`src/rtl/dsp7_capture.sv`:
```
// Samples a multiplexed active-low 7-segment bus, waits for each digit to settle,
// then decodes it back to BCD per anode position. Capture lands STABLE+1 edges after the pattern appears.
module dsp7_capture #(
  parameter int NDIG   = 4,
  parameter int STABLE = 4,
  parameter int CW     = 8
) (
  input  logic              clk,
  input  logic              reset_n,
  input  logic [6:0]        seg,
  input  logic [NDIG-1:0]   an,
  output logic [4*NDIG-1:0] digits,
  output logic [NDIG-1:0]   valid,
  output logic [NDIG-1:0]   err,
  output logic              frame
);

  localparam int IW  = (NDIG > 1) ? $clog2(NDIG) : 1;
  localparam int NZW = $clog2(NDIG + 1);
  localparam logic [CW-1:0] CNT_LAST = CW'(STABLE - 1);

  typedef enum logic [1:0] {IDLE, SETTLE, HOLD} state_t;

  state_t          state;
  logic [NDIG-1:0] s_an, r_an, seen;
  logic [6:0]      s_seg, r_seg;
  logic [CW-1:0]   cnt;

  logic [NZW-1:0]  nzero;
  logic [IW-1:0]   sel;
  logic            legal, same, cap, dec_ok, dec_blank;
  logic [3:0]      dec_val;
  logic [NDIG-1:0] seen_next;

  always_comb begin
    nzero = '0;
    sel   = '0;
    for (int i = 0; i < NDIG; i++) begin
      if (!s_an[i]) begin
        nzero = nzero + 1'b1;
        sel   = i[IW-1:0];
      end
    end
  end

  assign legal     = (nzero == NZW'(1));
  assign same      = (s_an == r_an) && (s_seg == r_seg);
  assign cap       = (state == SETTLE) && legal && same && (cnt == CNT_LAST);
  assign dec_blank = (s_seg == 7'h7F);
  assign seen_next = seen | ({{(NDIG-1){1'b0}}, 1'b1} << sel);

  // Patterns are gfedcba with segments lit on 0.
  always_comb begin
    dec_ok  = 1'b1;
    dec_val = 4'd0;
    case (s_seg)
      7'h40: dec_val = 4'd0;
      7'h79: dec_val = 4'd1;
      7'h24: dec_val = 4'd2;
      7'h30: dec_val = 4'd3;
      7'h19: dec_val = 4'd4;
      7'h12: dec_val = 4'd5;
      7'h02: dec_val = 4'd6;
      7'h78: dec_val = 4'd7;
      7'h00: dec_val = 4'd8;
      7'h18: dec_val = 4'd9;
      default: dec_ok = 1'b0;
    endcase
  end

  always_ff @(posedge clk or negedge reset_n) begin
    if (!reset_n) begin
      state  <= IDLE;
      s_an   <= '1;
      s_seg  <= 7'h7F;
      r_an   <= '1;
      r_seg  <= 7'h7F;
      cnt    <= '0;
      seen   <= '0;
      digits <= '0;
      valid  <= '0;
      err    <= '0;
      frame  <= 1'b0;
    end else begin
      s_an  <= an;
      s_seg <= seg;
      frame <= 1'b0;

      case (state)
        IDLE: begin
          if (legal) begin
            state <= SETTLE;
            cnt   <= CW'(1);
            r_an  <= s_an;
            r_seg <= s_seg;
          end
        end
        SETTLE: begin
          if (legal && same) begin
            cnt <= cnt + 1'b1;
            if (cnt == CNT_LAST) state <= HOLD;
          end else if (legal) begin
            cnt   <= CW'(1);
            r_an  <= s_an;
            r_seg <= s_seg;
          end else begin
            state <= IDLE;
            cnt   <= '0;
          end
        end
        default: begin
          // HOLD: counter stays saturated until the bus changes.
          if (!same) begin
            if (legal) begin
              state <= SETTLE;
              cnt   <= CW'(1);
              r_an  <= s_an;
              r_seg <= s_seg;
            end else begin
              state <= IDLE;
              cnt   <= '0;
            end
          end
        end
      endcase

      if (cap) begin
        if (dec_ok) digits[4*int'(sel) +: 4] <= dec_val;
        valid[sel] <= dec_ok;
        err[sel]   <= !dec_ok && !dec_blank;
        if (&seen_next) begin
          frame <= 1'b1;
          seen  <= '0;
        end else begin
          seen  <= seen_next;
        end
      end
    end
  end

endmodule
```
`config.mk`:
```
export PLATFORM = sky130hd
export DESIGN_NAME = dsp7_capture
export DESIGN_NICKNAME = d
export VERILOG_FILES = /design/src/rtl/dsp7_capture.sv
export SDC_FILE = /design/constraint.sdc
export NUM_CORES = 1
export LEC_CHECK = 0
export BUFFER_PORTS_ARGS = -buffer_cell sky130_fd_sc_hd__buf_2
export CAP_MARGIN = 20
export CELL_PAD_IN_SITES_DETAIL_PLACEMENT = 2
export CELL_PAD_IN_SITES_GLOBAL_PLACEMENT = 2
export CORE_MARGIN = 2
export CORE_UTILIZATION = 38
export DETAILED_ROUTE_END_ITERATION = 7
export HOLD_SLACK_MARGIN = 0.03
export MAX_ROUTING_LAYER = met4
export PLACE_DENSITY = 0.78
export SLEW_MARGIN = 20
export SYNTH_ARGS = -nofsm -noshare
export SYNTH_HDL_FRONTEND = slang
export SYNTH_SLANG_ARGS = --single-unit
export TNS_END_PERCENT = 100
```
`constraint.sdc`:
```
create_clock -name clk -period 3.77 [get_ports clk]
set_input_delay 0 -clock clk [delete_from_list [all_inputs] [get_ports clk]]
set_output_delay 0 -clock clk [all_outputs]
set_load 0.05 [all_outputs]
```
# Yosys cells after proc, flatten, opt, wreduce, memory -nomap -nowiden
# Index checks and enable logic that the tools add are counted.
op_classes:
  eq_ne: 20
  add_sub_neg: 5
  muxes: 37
  n_lt_le_gt_ge: 2
  shifts: 3
  n_bitwise: 1
  reduce_logical: 17
ops:
  columns: ["op", "n"]
  rows:
  - ["4-bit case mux with 9 select lines", 1]
  - ["4-bit negation with 33-bit output", 1]
  - ["4-bit by 33-bit variable shift with 16-bit output, first input constant", 1]
  - ["4-bit by 33-bit variable part select with 16-bit output", 1]
  - ["7-bit == test, second input constant", 4]
  - ["8-bit two-way mux", 3]
  - ["7-bit by 5-bit == test with 1-bit output, second input constant", 3]
  - ["7-bit two-way mux", 3]
  - ["16-bit bitwise mux", 1]
  - ["4-bit two-way mux", 4]
  - ["8-bit case mux with 2 select lines", 1]
  - ["7-bit by 6-bit == test with 1-bit output, second input constant", 2]
  - ["2-bit two-way mux", 7]
  - ["7-bit case mux with 2 select lines", 1]
  - ["10-bit OR reduction", 1]
  - ["3-bit by 1-bit adder with 3-bit output, second input constant", 3]
  - ["3-bit two-way mux", 3]
  - ["8-bit by 1-bit adder with 8-bit output, second input constant", 1]
  - ["4-bit bitwise mux", 2]
  - ["8-bit by 2-bit == test with 1-bit output, second input constant", 1]
  - ["1-bit two-way mux", 8]
  - ["4-bit case mux with 2 select lines", 1]
  - ["4-bit AND reduction", 2]
  - ["7-bit by 2-bit == test with 1-bit output, second input constant", 1]
  - ["19 further kinds", 29]
totals:
  register_bits: 61
  in_bits: 13
  word_cells: 96
  out_inout_bits: 25

# Longest topological paths before layout
# Gate-level depths: netlist of run 1.
logic_depth:
  ltp_word: 12
  mapped_depth: 11

# Least setup slack after synthesis of run 1
# OpenSTA, ideal clock, no wires.
synth_timing:
  path_kind: "reg2reg"
  startpoint: "register s_an[1]"
  endpoint: "register digits[12]"
  path_stages_with_launch: 10
  arrival_ns: 2.954
  path_slack_ns: 0.691
  period_less_slack_ns: 3.079
  path_cell_list: "dfstp_2 > inv_1 > ha_1 > xnor2_1 > ha_1 > nor2b_1 > mux4_2 > nand2_1 > a2111oi_0 > mux2_2"
synth_via:
  elab_chain_cells: 10
  word_cells_on_any_way: 19
  cone_classes: "3 x add/sub; 2 x eq/ne; 2 x shift; 7 x mux; 5 x reduce/logical"
synth_rtl:
  columns: ["item", "line", "rtl"]
  rows:
  - ["start: declaration", "25", "logic [NDIG-1:0] s_an, r_an, seen;"]
  - ["start signal: assignment", "85", "s_an <= an;"]
  - ["3-bit two-way mux", "39", "if (!s_an[i]) begin"]
  - ["3-bit by 1-bit adder with 3-bit output", "40", "nzero = nzero + 1'b1;"]
  - ["3-bit two-way mux", "39", null]
  - ["3-bit by 1-bit adder with 3-bit output", "40", null]
  - ["3-bit two-way mux", "39", null]
  - ["3-bit by 1-bit == test with 1-bit output", "46", "assign legal = (nzero == NZW'(1));"]
  - ["1-bit logical AND (3 in a row)", "48", "assign cap = (state == SETTLE) && legal && same && (cnt == CNT_LAST);"]
  - ["2-bit AND reduction (no line)", null, null]
  - ["end signal: indexed assignment", "128", "if (dec_ok) digits[4*int'(sel) +: 4] <= dec_val;"]
  - ["end: declaration", "12", "output logic [4*NDIG-1:0] digits,"]
# Parallel ways exist; a longest one is shown, timed or not.
# A chain may end at the register's enable or synchronous reset.

# Worst setup path after layout of run 1
# Same ends and word-level chain as after synthesis.

==> results of run 1 <==
-- metrics by stage --
stage | power [µW] | cells | hold slack, ps | util, % | setup WS (ps)
after CTS | 1610 | 450 | 130.1 | 46.64 | 181.5
after global placement | 1043 | 422 | -42.85 | 43.02 | 387.8
after global routing | 1674 | 450 | 158.7 | 46.83 | 127.1
final | 1589 | 450 | 123.8 | 46.83 | 352.9
after floorplan | 978.7 | 289 | -295.6 | - | 691.1
after detailed placement | 1065 | 422 | -43.06 | 43.02 | 209.6
-- per-layer routing --
| layer | routed length, µm | part of all wire, % | GRT usage, % | vias up |
|---|---|---|---|---|
| met5 | 0 | 0 | - | - |
| met4 | 91 | 1.0 | 4.577 | 0 |
| met3 | 250 | 2.8 | 4.620 | 9 |
| met2 | 4638 | 52 | 37.67 | 43 |
| met1 | 3886 | 44 | 26.78 | 1297 |
| li1 | - | - | - | 1177 |
-- area by class of cell --
cell class | count | area [µm²]
tap | 105 | 131.4
multi-input combinational | 198 | 1582
clock buffer | 13 | 158.9
timing repair buffer | 59 | 380.4
fill | 870 | 4390
inverter | 11 | 41.29
sequential | 61 | 1554
clock inverter | 3 | 20.02
-- placed cells by master (no fill, tap or decap), drive strengths merged, types with 4 or more instances in the layout --
cell type     n
buf          47
dfrtp        39
mux2         29
dfstp        22
nand3        21
xnor2        15
nand2        15
clkbuf       13
dlygate4sd3  12
inv          11
nor2          9
o21ai         7
nor4          7
o311ai        7
a21oi         6
nand4         6
a41o          6
nor2b         5
nor3          5
or4           5
ha            4
and3          4
a2111oi       4
-- what timing repair did --
item,in CTS,in global routing
hold buffers,12,0
setup endpoints to repair,0,7
resized for setup,0,3
hold endpoints to repair,28,0
-- how the worst max path moves through the flow --
stage	start	endpoint	slack, ps	cells past startpoint
final	s_an[1]	digits[12]	350	10
after global routing	s_an[1]	digits[12]	130	10
after CTS	s_an[1]	digits[12]	180	10
after detailed placement	s_an[1]	digits[12]	210	10
after global placement	s_an[1]	digits[12]	390	10
after floorplan	s_an[1]	digits[12]	690	9
-- flip-flops by register name (all words and copies together), names as in the netlist --
| register | cells |
|---|---|
| r_seg | 7 |
| valid | 4 |
| cnt | 8 |
| state | 2 |
| err | 4 |
| seen | 4 |
| s_an | 4 |
| r_an | 4 |
| digits | 16 |
| frame | 1 |
| s_seg | 7 |
-- power breakdown --
group	internal (µW)	switching (µW)
Combinational	126	121
Sequential	753	61.0
Clock	274	254
-- cells by family (layout without fill, tap and decap cells) --
logic type,count (synthesis),count (layout),synth area share (%)
flops,61,61,47.99
simple gates,99,99,18.43
mux,30,30,10.90
xor+xnor,15,15,4.057
compound gates,50,50,13.41
buf+inv,30,86,3.671
fa+ha+maj,4,4,1.546
==> flow_metrics.env, run 1 <==
export IMPL_status="finished clean"
export IMPL_r2r_start="s_an[1]"
export IMPL_timing_critical_path_cells="inv_1 > ha_1 > xnor2_1 > ha_1 > nor2_1 > mux4_2 > nand2_2 > a2111oi_1 > buf_4 > mux2_2"
export IMPL_critPathMaxStageDelay_ps=610
export IMPL_floorplan_initialDensity_pct=39.21
export IMPL_unrepaired_setup_endpoints_after_global_routing="false"
export IMPL_fin_worst_skew_ps=6.793
export IMPL_cts_tree="done"
export IMPL_timing_slew_headroom_pct=40.24
export IMPL_worstSetupStartpointType="flip-flop"
export IMPL_hpwl_reported_at_the_end_of_detailed_placement_um=6116
export IMPL_power_density_mw_per_mm2=410.9
export IMPL_timing_critical_path_required_ps=3990
export IMPL_ant_nets_after_route=0
export IMPL_synthTopCellsByCount="dfrtp_1, mux2_2, dfstp_2"
export IMPL_synth_most_common_cell="dfrtp_1"
export IMPL_cts_buffers_inserted=9
export IMPL_placement_rows=33
export IMPL_io_pin_count=38
export IMPL_placeable_core_area_mm2=0.008258
export IMPL_design_final_nets=357
export IMPL_worst_slew_pin_slew_ps=884.8
export IMPL_worstSkewPairLatency_ps=330
export IMPL_synth_area_top_cells="dfrtp_1, dfstp_2, mux2_2, xnor2_1, nand3_1"
export IMPL_post_synth_top_area_cell="dfrtp_1"
export IMPL_timing_fmax_mhz=292.6
export IMPL_drt_pass1_iterations=4
export IMPL_critPathCaptureType="flip-flop"
export IMPL_die_area_mm2=0.009276
export IMPL_clockBufferDepth=2
export IMPL_detail_route_drc_violations=0
export IMPL_min_period_ps=3417
export IMPL_clockRootBuffer="clkbuf_8"
export IMPL_synth_warning_count=0
export IMPL_clk_pin_slew_worst_paths_ps=70
export IMPL_synth_cell_types=57
export IMPL_cts_htree_levels=3
export IMPL_drv_slew=0
export IMPL_ys_seq_elements=61
export IMPL_final_cycle_share_pct=90.64
export IMPL_dieWidth_um=96.31
export IMPL_vdd_drop_max_mv=0.2528
export IMPL_postCtsSetupBuffers=0
export IMPL_port_buffers=37
export IMPL_setup_viol=0
export IMPL_dr_first_iter_drc_count=83
export IMPL_synthesis_instances=289
export IMPL_finalWirelength_um=8868
export IMPL_clock_sinks=61
export IMPL_worstSetupPathType="flip-flop to flip-flop"
export IMPL_primary_flip_flop_cell_chosen_by_synthesis_mapping="dfrtp_1"
export IMPL_vias=2526
export IMPL_postSynthAreaPerCell_um2=11.20
export IMPL_grt_pass1_vias=2780
export IMPL_post_synth_top_area_fraction_pct=30.14
export IMPL_synth_edf_count=0
export IMPL_grt_start_max_net_pins=45
export IMPL_synth_sequential_area_ratio_pct=47.99
export IMPL_n_antenna_cell=0
export IMPL_max_cap_violations=0
export IMPL_placed_area_mm2=0.003552
export IMPL_critical_path_arrival_ps=3640
export IMPL_grt_use_total_pct=21.94
export IMPL_synth_net_count=306
export IMPL_worst_path_most_repeated_cell="ha_1"
export IMPL_synth_async_sr_flop_share_pct=100.0
export IMPL_grt_pass1_wl_um=14830
export IMPL_initial_antenna_violation_count=0
export IMPL_critical_path_top_delay_family="multiplexers"
export IMPL_timing_hold_worst_class="primary input to asynchronous set/reset pin"
export IMPL_flow_area_growth_from_synthesis_pct=19.44
export IMPL_timing_critical_path_slowest_stage_cell="dfstp_2"
export IMPL_grt_overflow_total=0
export IMPL_area_of_the_mapped_netlist_mm2=0.003238
export IMPL_ff2ff_path_depth=10
export IMPL_timing_setup_tns_ps=0
export IMPL_timing_rr_end="digits[12]"
export IMPL_floorplan_die_height_um=96.31
export IMPL_gp_congestion=0.7754
export IMPL_power_leakage_uw=0.001701
export IMPL_post_drt_via_cell_ratio=5.613
export IMPL_worst_path_max_fanout=15
export IMPL_share_of_cells_above_drive_strength_1_pct=36.81
export IMPL_hold_viol_final=0
export IMPL_route_detailed_wl_per_inst_um=19.71
export IMPL_critical_path_buf_inv_count=2
export IMPL_reg2reg_setup_slack_ps=350
export IMPL_fin_area_mm2=0.003867
Note: power is estimated with default switching activity, not from simulation.
==> run 2, diff against run 1 <==
--- a/config.mk
+++ b/config.mk
@@ -7,7 +7,7 @@
 export LEC_CHECK = 0
 export BUFFER_PORTS_ARGS = -buffer_cell sky130_fd_sc_hd__buf_2
 export CAP_MARGIN = 20
-export CELL_PAD_IN_SITES_DETAIL_PLACEMENT = 2
+export CELL_PAD_IN_SITES_DETAIL_PLACEMENT = 1
 export CELL_PAD_IN_SITES_GLOBAL_PLACEMENT = 2
 export CORE_MARGIN = 2
 export CORE_UTILIZATION = 38
==> run 2 against run 1 <==
Non-clock buffer count unchanged. First-iteration DRC count down 34%. Final area down 0.94%. Maximum frequency down 2.4%. Largest power group unchanged.
==> flow_metrics.env, run 2 (synthesis results as in run 1) <==
export IMPL_placeable_core_area_mm2=0.008258
export IMPL_fin_area_mm2=0.003831
export IMPL_status="finished clean"
export IMPL_io_pin_count=38
export IMPL_top_register="digits"
export IMPL_die_area_mm2=0.009276
export IMPL_largest_registers="digits x16, cnt x8"
export IMPL_n_antenna_cell=0
export IMPL_final_cycle_share_pct=92.83
export IMPL_clk_pin_slew_worst_paths_ps=70
export IMPL_timing_rr_end="digits[14]"
export IMPL_min_period_ps=3500
export IMPL_grt_pass1_vias=2457
export IMPL_timing_slew_headroom_pct=48.67
export IMPL_detail_route_drc_violations=0
export IMPL_grt_overflow_total=0
export IMPL_cts_repair_resized=0
export IMPL_dr_first_iter_drc_count=55
export IMPL_worst_slew_pin_slew_ps=760.3
export IMPL_dieWidth_um=96.31
export IMPL_worstSkewPairLatency_ps=350
export IMPL_timing_hold_worst_class="primary input to asynchronous set/reset pin"
export IMPL_ant_nets_after_route=0
export IMPL_finalWirelength_um=7802
export IMPL_clockRootBuffer="clkbuf_8"
export IMPL_floorplan_die_height_um=96.31
export IMPL_placement_rows=33
export IMPL_cts_htree_levels=3
export IMPL_gp_congestion=0.7754
export IMPL_clockBufferDepth=2
export IMPL_design_final_nets=357
export IMPL_timing_fmax_mhz=285.7
export IMPL_worstSetupPathType="flip-flop to flip-flop"
export IMPL_clock_sinks=61
export IMPL_largest_reg_flops=16
export IMPL_critPathCaptureType="flip-flop"
export IMPL_port_buffers=37
export IMPL_reg2reg_setup_slack_ps=270
export IMPL_floorplan_initialDensity_pct=39.21
export IMPL_grt_start_max_net_pins=45
export IMPL_layout_cells_most_common="dfrtp_1"
export IMPL_unrepaired_setup_endpoints_after_global_routing="false"
export IMPL_cts_buffers_inserted=9
export IMPL_max_cap_violations=0
export IMPL_power_leakage_uw=0.001698
export IMPL_fillers=950
export IMPL_post_drt_via_cell_ratio=5.482
export IMPL_critical_path_arrival_ps=3730
export IMPL_route_detailed_wl_per_inst_um=17.34
export IMPL_final_setup_worst_slack_ps=270.3
export IMPL_postCtsSetupBuffers=0
export IMPL_ff2ff_path_depth=10
export IMPL_grt_use_total_pct=19.40
export IMPL_share_of_cells_above_drive_strength_1_pct=36.52
export IMPL_worstSetupStartpointType="flip-flop"
export IMPL_worst_path_max_fanout=15
export IMPL_flow_area_growth_from_synthesis_pct=18.32
export IMPL_cts_tree="done"
export IMPL_pre_cts_slack_ps=259.8
export IMPL_vdd_drop_max_mv=0.2503
export IMPL_hpwl_reported_at_the_end_of_detailed_placement_um=5561
export IMPL_placed_area_mm2=0.003552
export IMPL_initial_antenna_violation_count=0
export IMPL_drv_slew=0
export IMPL_setup_viol=0
export IMPL_grt_pass1_wl_um=13080
export IMPL_vias=2467
export IMPL_timing_setup_tns_ps=0
export IMPL_hold_viol_final=0
export IMPL_power_density_mw_per_mm2=401.1
export IMPL_fin_worst_skew_ps=8.168
export IMPL_r2r_start="s_an[1]"
export IMPL_timing_critical_path_required_ps=4000
export IMPL_final_cell_mix="dfrtp_1, buf_2, mux2_2"
export IMPL_drt_pass1_iterations=4
run 2: power breakdown:
part / leakage (µW) / internal [µW] / total, µW / switching (µW)
sequential: 0.000772 / 753 / 811 / 58.4
clock: 0.0000829 / 234 / 490 / 256
combinational: 0.000844 / 126 / 236 / 110
total: 0.00170 / 1110 / 1540 / 425
run 2: critical path, stage by stage, from the launching register on:
cell and delay, ps:
dfstp_2 600, inv_1 80, ha_1 320, xnor2_1 150
ha_1 310, nor2b_1 110, mux4_2 390, nand2_1 420
a2111oi_0 480, buf_4 200, mux2_2 320
run 2: through the flow:
step                power, µW  utilization (%)  std cells  hold WS, ps
floorplan               978.7                -        289       -295.6
global placement         1043            43.02        422       -42.85
detailed placement       1055            43.02        422       -41.13
CTS                      1567            46.39        450        115.0
global route             1627            46.39        450        150.5
finish                   1537            46.39        450        112.0
run 2: cell type report:
type	count	area, µm²	share of cell area [%]
multi-input combinational	198	1565	40.86
sequential	61	1554	40.56
timing repair buffer	59	380.4	9.928
clock buffer	11	131.4	3.429
tap	105	131.4	3.429
inverter	11	41.29	1.078
clock inverter	5	27.53	0.7185
run 2: worst max-delay path by stage:
| stage | from | to | slack, ps | cells past startpoint |
|---|---|---|---|---|
| floorplan | s_an[1] | digits[12] | 690 | 9 |
| global placement | s_an[1] | digits[12] | 390 | 10 |
| detailed placement | s_an[1] | digits[14] | 260 | 10 |
| CTS | s_an[1] | digits[14] | 240 | 10 |
| global route | s_an[1] | digits[1] | 80 | 9 |
| finish | s_an[1] | digits[14] | 270 | 10 |
run 2: repair_timing:
action,CTS,global route
hold buffers,12,0
setup endpoints to repair,0,0
hold endpoints to repair,28,0
run 2: per-layer routing:
metal  GRT usage (%)  share of wire [%]  vias up
met4           5.282                1.1        0
met1           25.56                 47     1244
met2           29.86                 48       40
met5               -                  0        -
li1                -                  -     1177
met3           4.933                3.1        6
